$ cat config.mk
export PLATFORM = sky130hd
export DESIGN_NAME = cfu_mac_seq
export DESIGN_NICKNAME = d
export VERILOG_FILES = /design/src/rtl/cfu_mac_seq_pkg.sv /design/src/rtl/cfu_mac_pipe.sv /design/src/rtl/cfu_mac_seq.sv
export SDC_FILE = /design/constraint.sdc
export NUM_CORES = 2
export LEC_CHECK = 0
export BUFFER_PORTS_ARGS = -buffer_cell sky130_fd_sc_hd__clkbuf_2
export CAP_MARGIN = 20
export CORE_MARGIN = 2
export CORE_UTILIZATION = 43
export CTS_CLUSTER_DIAMETER = 40
export CTS_CLUSTER_SIZE = 10
export DETAILED_ROUTE_END_ITERATION = 6
export GPL_TIMING_DRIVEN = 0
export PLACE_DENSITY_LB_ADDON = 0.05
export REMOVE_ABC_BUFFERS = 1
export SYNTH_ARGS = -nofsm -noshare
export SYNTH_HDL_FRONTEND = slang
export SYNTH_SLANG_ARGS = --single-unit
$ cat constraint.sdc
create_clock -name clk -period 22.1 [get_ports clk]
set_clock_uncertainty 0.05 [all_clocks]
set_input_delay 4.42 -clock clk [delete_from_list [all_inputs] [get_ports clk]]
set_output_delay 4.42 -clock clk [all_outputs]
set_load 0.05 [all_outputs]
$ cat src/rtl/cfu_mac_seq_pkg.sv
// rtl/cfu_mac_seq_pkg.sv - shared opcodes, FSM encoding and lane geometry for cfu_mac_seq
//
// Purpose: constants and types shared by the MAC sequencer and its datapath.
//   OP_*      : funct3 opcodes carried in cmd_payload_function_id[2:0]
//   state_t   : sequencer FSM state encoding
//   LANE_W    : width of one signed operand lane
//   LANES     : number of lanes per 32-bit operand
package cfu_mac_seq_pkg;

  localparam logic [2:0] OP_CLR    = 3'd0;
  localparam logic [2:0] OP_SETOFF = 3'd1;
  localparam logic [2:0] OP_MAC    = 3'd2;
  localparam logic [2:0] OP_RDACC  = 3'd3;
  localparam logic [2:0] OP_MACNR  = 3'd4;

  localparam int LANE_W = 8;
  localparam int LANES  = 4;

  typedef enum logic [1:0] {
    ST_IDLE = 2'd0,
    ST_MUL  = 2'd1,
    ST_ADD  = 2'd2,
    ST_RSP  = 2'd3
  } state_t;

endpackage

$ cat src/rtl/cfu_mac_pipe.sv
// rtl/cfu_mac_pipe.sv - 2-stage int8 dot-product datapath with 32-bit accumulator
//
// Purpose: pure datapath driven by strobes from the sequencer.
//   clk, reset : clock, synchronous active-high reset
//   load       : capture in_a, in_b, in_off into the operand registers
//   mul_en     : register the four lane products
//   acc_clr    : clear the accumulator
//   acc_we     : write acc_sum into the accumulator
//   in_a/in_b  : four signed LANE_W lanes each, lane0 in the LSBs
//   in_off     : offset added to every sign-extended B lane
//   dot_sum    : sum of the registered lane products
//   acc_sum    : acc + dot_sum (wraps modulo 2^ACC_W)
//   acc        : current accumulator value
module cfu_mac_pipe
  import cfu_mac_seq_pkg::*;
#(
  parameter int ACC_W = 32
) (
  input  logic             clk,
  input  logic             reset,
  input  logic             load,
  input  logic             mul_en,
  input  logic             acc_clr,
  input  logic             acc_we,
  input  logic [ACC_W-1:0] in_a,
  input  logic [ACC_W-1:0] in_b,
  input  logic [ACC_W-1:0] in_off,
  output logic [ACC_W-1:0] dot_sum,
  output logic [ACC_W-1:0] acc_sum,
  output logic [ACC_W-1:0] acc
);

  logic [ACC_W-1:0] a_q;
  logic [ACC_W-1:0] b_q;
  logic [ACC_W-1:0] off_q;
  logic [ACC_W-1:0] prod_q [LANES];
  logic [ACC_W-1:0] acc_q;

  // Sign-extended lane slices of the latched operands.
  logic signed [ACC_W-1:0] lane_a [LANES];
  logic signed [ACC_W-1:0] lane_b [LANES];

  always_comb begin
    for (int i = 0; i < LANES; i++) begin
      lane_a[i] = {{(ACC_W-LANE_W){a_q[LANE_W*i+LANE_W-1]}}, a_q[LANE_W*i +: LANE_W]};
      lane_b[i] = {{(ACC_W-LANE_W){b_q[LANE_W*i+LANE_W-1]}}, b_q[LANE_W*i +: LANE_W]};
    end
  end

  // Stage 0: operand capture. The offset is frozen here so the MAC uses the
  // value current at accept time.
  always_ff @(posedge clk) begin
    if (reset) begin
      a_q   <= '0;
      b_q   <= '0;
      off_q <= '0;
    end else if (load) begin
      a_q   <= in_a;
      b_q   <= in_b;
      off_q <= in_off;
    end
  end

  // Stage 1: lane products, truncated to ACC_W.
  always_ff @(posedge clk) begin
    if (reset) begin
      for (int i = 0; i < LANES; i++) prod_q[i] <= '0;
    end else if (mul_en) begin
      for (int i = 0; i < LANES; i++) begin
        prod_q[i] <= lane_a[i] * (lane_b[i] + $signed(off_q));
      end
    end
  end

  // Stage 2: adder tree feeding the accumulator.
  always_comb begin
    dot_sum = (prod_q[0] + prod_q[1]) + (prod_q[2] + prod_q[3]);
    acc_sum = acc_q + dot_sum;
  end

  always_ff @(posedge clk) begin
    if (reset) begin
      acc_q <= '0;
    end else if (acc_clr) begin
      acc_q <= '0;
    end else if (acc_we) begin
      acc_q <= acc_sum;
    end
  end

  assign acc = acc_q;

endmodule

$ cat src/rtl/cfu_mac_seq.sv
// rtl/cfu_mac_seq.sv - CFU command sequencer for the 4-lane int8 dot-product MAC
//
// Purpose: accepts CFU custom-instruction commands, holds the offset register,
// steps the 2-stage MAC datapath and returns results on the rsp handshake.
//   clk, reset               : clock, synchronous active-high reset
//   cmd_valid / cmd_ready    : command handshake (ready only in IDLE)
//   cmd_payload_function_id  : [2:0] funct3 opcode, [9:3] ignored
//   cmd_payload_inputs_0/1   : operands A / B (four signed int8 lanes)
//   rsp_valid / rsp_ready    : response handshake
//   rsp_payload_outputs_0    : response data, held until accepted
module cfu_mac_seq
  import cfu_mac_seq_pkg::*;
#(
  parameter int               ACC_W        = 32,
  parameter logic [ACC_W-1:0] OFFSET_RESET = '0
) (
  input  logic             clk,
  input  logic             reset,
  input  logic             cmd_valid,
  output logic             cmd_ready,
  input  logic [9:0]       cmd_payload_function_id,
  input  logic [ACC_W-1:0] cmd_payload_inputs_0,
  input  logic [ACC_W-1:0] cmd_payload_inputs_1,
  output logic             rsp_valid,
  input  logic             rsp_ready,
  output logic [ACC_W-1:0] rsp_payload_outputs_0
);

  state_t           state;
  logic [ACC_W-1:0] offset;
  logic             mac_upd;
  logic [2:0]       funct3;
  logic             accept;
  logic             is_mac_op;
  logic             pipe_load;
  logic             mul_en;
  logic             acc_clr;
  logic             acc_we;
  logic [ACC_W-1:0] dot_sum;
  logic [ACC_W-1:0] acc_sum;
  logic [ACC_W-1:0] acc;
  logic             unused_funct7;

  assign funct3        = cmd_payload_function_id[2:0];
  assign unused_funct7 = ^cmd_payload_function_id[9:3];

  // Gated by reset so ready is low for the whole reset window, whatever
  // state the FSM held when reset was raised.
  assign cmd_ready = (state == ST_IDLE) && !reset;
  assign accept    = cmd_valid && cmd_ready;
  assign is_mac_op = (funct3 == OP_MAC) || (funct3 == OP_MACNR);
  assign pipe_load = accept && is_mac_op;
  assign acc_clr   = accept && (funct3 == OP_CLR);
  assign mul_en    = (state == ST_MUL);
  assign acc_we    = (state == ST_ADD) && mac_upd;

  cfu_mac_pipe #(
    .ACC_W(ACC_W)
  ) u_pipe (
    .clk     (clk),
    .reset   (reset),
    .load    (pipe_load),
    .mul_en  (mul_en),
    .acc_clr (acc_clr),
    .acc_we  (acc_we),
    .in_a    (cmd_payload_inputs_0),
    .in_b    (cmd_payload_inputs_1),
    .in_off  (offset),
    .dot_sum (dot_sum),
    .acc_sum (acc_sum),
    .acc     (acc)
  );

  always_ff @(posedge clk) begin
    if (reset) begin
      state                 <= ST_IDLE;
      offset                <= OFFSET_RESET;
      mac_upd               <= 1'b0;
      rsp_valid             <= 1'b0;
      rsp_payload_outputs_0 <= '0;
    end else begin
      case (state)
        ST_IDLE: begin
          if (accept) begin
            if (is_mac_op) begin
              mac_upd <= (funct3 == OP_MAC);
              state   <= ST_MUL;
            end else begin
              rsp_valid <= 1'b1;
              state     <= ST_RSP;
              case (funct3)
                OP_SETOFF: begin
                  offset                <= cmd_payload_inputs_0;
                  rsp_payload_outputs_0 <= offset;
                end
                OP_RDACC: rsp_payload_outputs_0 <= acc;
                default:  rsp_payload_outputs_0 <= '0;
              endcase
            end
          end
        end
        ST_MUL: state <= ST_ADD;
        ST_ADD: begin
          rsp_payload_outputs_0 <= mac_upd ? acc_sum : dot_sum;
          rsp_valid             <= 1'b1;
          state                 <= ST_RSP;
        end
        ST_RSP: begin
          if (rsp_ready) begin
            rsp_valid <= 1'b0;
            state     <= ST_IDLE;
          end
        end
        default: state <= ST_IDLE;
      endcase
    end
  end

endmodule
==> metrics.csv <==
metric,value,unit
Comb pwr share,0.453,
Clock power frac,0.313,
MaxCap Viol Count,0,
Synth Cell Area,51200,sq um
hpwl dp,132000,microns
HP Start,rsp_payload_outputs_0[3],
Yosys warnings,0,
first-pass GRT wire length,254000,microns
Final Hold Fails,0,
Num Clock Sinks,324,
sw frac,0.425,
RePlAce Congestion,0.937,
grt total ovfl,0,
most frequent cells in the layout,"917 x inv_1, 695 x fa_1, 653 x and2_1, 578 x nand2_1, 454 x ha_1",
RSZ-0062 raised after global routing,false,
register-to-register setup slack,12.72,ns
Final period util,0.472,
r2r startpoint,u_pipe.off_q[3],
Worst Path Required,17.63,ns
Sequential Power Share,0.235,
# setup viols final,0,
CTS tree,yes,
initial antenna violation count,7,
Cells after Synth,5927,
Layout area overhead,10.4,%
Post-synth ARST share,0,
Vias,41000,
min Tclk post-route,10.44,ns
number of CTS-inserted buffers,69,
H-Tree Depth,3,
fraction of layout cells with a size suffix above 1,0.0576,
maximum clock frequency,95.8,MHz
Clock Path Buffers,3,
Routed Wire Length,166000,microns
Hold Crit Class,register to register,
Die W,349,microns
crit-path max FO,79,
nets,7191,
PD cells,59.5,nW/um^2
Post-CTS Hold Buffers,0,
total power,0.00337,W
arrival time worst endpoint,5.97,ns
status,completed,
Max Slew Vio Count,0,
sequential element share of the synthesized area,0.152,
Switch Pwr,0.00143,W
die area,122000,sq um
Port Buf Inserts,104,
WHS Endpoint,rsp_payload_outputs_0[3],
Wirelength per Cell,21.9,microns
Power Internal,0.00194,W
largest net degree at the start of global routing,80,
IO Pins,112,
post-cts resize count,0,
Initial Utilization,0.434,
CTS root buf,clkbuf_16,
setup TNS,0,ns
Max-slew headroom,0.190,
slew at the pin closest to its max-slew limit,1.21,ns
P_leak,26.9,nW
Register-to-Register Path Depth,33,
critical path class,input pin to output pin,
core area,118000,sq um
"commonest non-fill, non-tap cell in the layout",inv_1,
count of state elements after synthesis,324,
"Primary FF master, synth",dfxtp_1,
Post-CTS Setup Inserts,0,
worst skew pair latency,0.66,ns
CP startpoint,reset,
initial drt markers,2741,
Cell Rows,126,
delay of the slowest critical-path stage,0.43,ns
"Cell Chain, Critical Path",clkbuf_8 -> buf_16 -> nor2b_1 -> clkbuf_2,
Hold Crit Depth,2,
startpoint class of the critical path,input pin,
VDD IR max,0.0632,mV
Synth Area per Inst,8.65,sq um
GRT Total Usage,0.277,
"CTS clk-pin slew, worst paths",0.05,ns
First-pass DRT Iterations,5,
Post-DRT Antenna Nets,0,
crit end category,output pin,
slowest CP cell,nor2b_1,
Die Ht,349,microns
"EDFF count, synth",128,
vias in the first global route,41100,
end of the worst register-to-register path,u_pipe.prod_q[2][31],
drt drc,0,
drt via density,5.43,
Synth cell types,99,
## power groups by stage
stage	clock network, W	logic, W	registers (W)
floorplan	0	0.00109	0.000769
global placement	0	0.00144	0.000815
CTS	0.00107	0.00150	0.000791
global route	0.00110	0.00168	0.000791
detailed placement	0	0.00149	0.000802
finish	0.00105	0.00152	0.000790
## synthesized netlist by cell type (all sizes together) (80+ instances only)
library cell | number | area (sq um)
a21o | 121 | 908
a21oi | 402 | 2030
and2 | 653 | 4090
clkbuf | 187 | 702
dfxtp | 196 | 3920
edfxtp | 128 | 3840
fa | 695 | 13900
ha | 455 | 5690
inv | 917 | 3440
nand2 | 580 | 2180
nor2 | 331 | 1240
nor3 | 80 | 400
o21ai | 149 | 749
xnor2 | 192 | 1680
## how the worst max path moves through the flow
stage | slack (ns) | endpoint
after floorplan | 11.33 | u_pipe.a_q[0]
after global placement | 0.06 | u_pipe.a_q[10]
after detailed placement | 11.63 | cmd_ready
after CTS | 11.62 | cmd_ready
after global routing | 11.57 | cmd_ready
final | 11.66 | cmd_ready
## kinds of logic after synthesis
kind of cell,count (synthesis),share of synthesized area
xor gates and xnor gates,276,0.0501
AOI/OAI and AO/OA,1023,0.129
muxes,24,0.00474
adders and majority gates,1150,0.383
and+or+nand+nor,2013,0.200
DFF,324,0.152
buffers and inverters,1117,0.0820
## critical path: cells and delay by family
family,cells,cell delay (ns)
and+or+nand+nor,1,0.43
buffers and inverters,3,1.04
## cell type report
type / count / area, sq um
clock inverter: 47 / 498
timing repair buffer: 165 / 1770
tap: 1536 / 1920
sequential: 324 / 7770
clock buffer: 81 / 1830
antenna: 4 / 10.0
inverter: 917 / 3440
multi-input combinational: 4486 / 39300
fill: 11500 / 61500
## through the flow
step | worst slack (ns) | utilization | area, sq um | hold WS [ns] | instances
after floorplan | 11.33 | - | 50500 | 0.384 | 5727
after global placement | 0.0627 | 0.448 | 52900 | 0.393 | 7367
after detailed placement | 11.63 | 0.457 | 54000 | 0.399 | 7415
after CTS | 11.62 | 0.477 | 56300 | 0.407 | 7543
after global routing | 11.57 | 0.479 | 56600 | 0.424 | 7556
final | 11.66 | 0.479 | 56600 | 0.402 | 7560
## registers in the layout, summed over array words and instances, names as in the netlist
register / count
rsp_valid: 1
u_pipe.prod_q: 128
state: 2
rsp_payload_outputs_0: 32
u_pipe.b_q: 32
offset: 32
u_pipe.off_q: 32
u_pipe.a_q: 32
mac_upd: 1
u_pipe.acc: 32
## metal layers
metal / up-vias / global-route usage / part of all wire
met5: - / 0 / 0.00014
met1: 20500 / 0.386 / 0.46
li1: 19400 / - / -
met3: 168 / 0.0363 / 0.055
met2: 986 / 0.450 / 0.46
met4: 4 / 0.0752 / 0.028
Note: power is estimated with default switching activity, not from simulation.
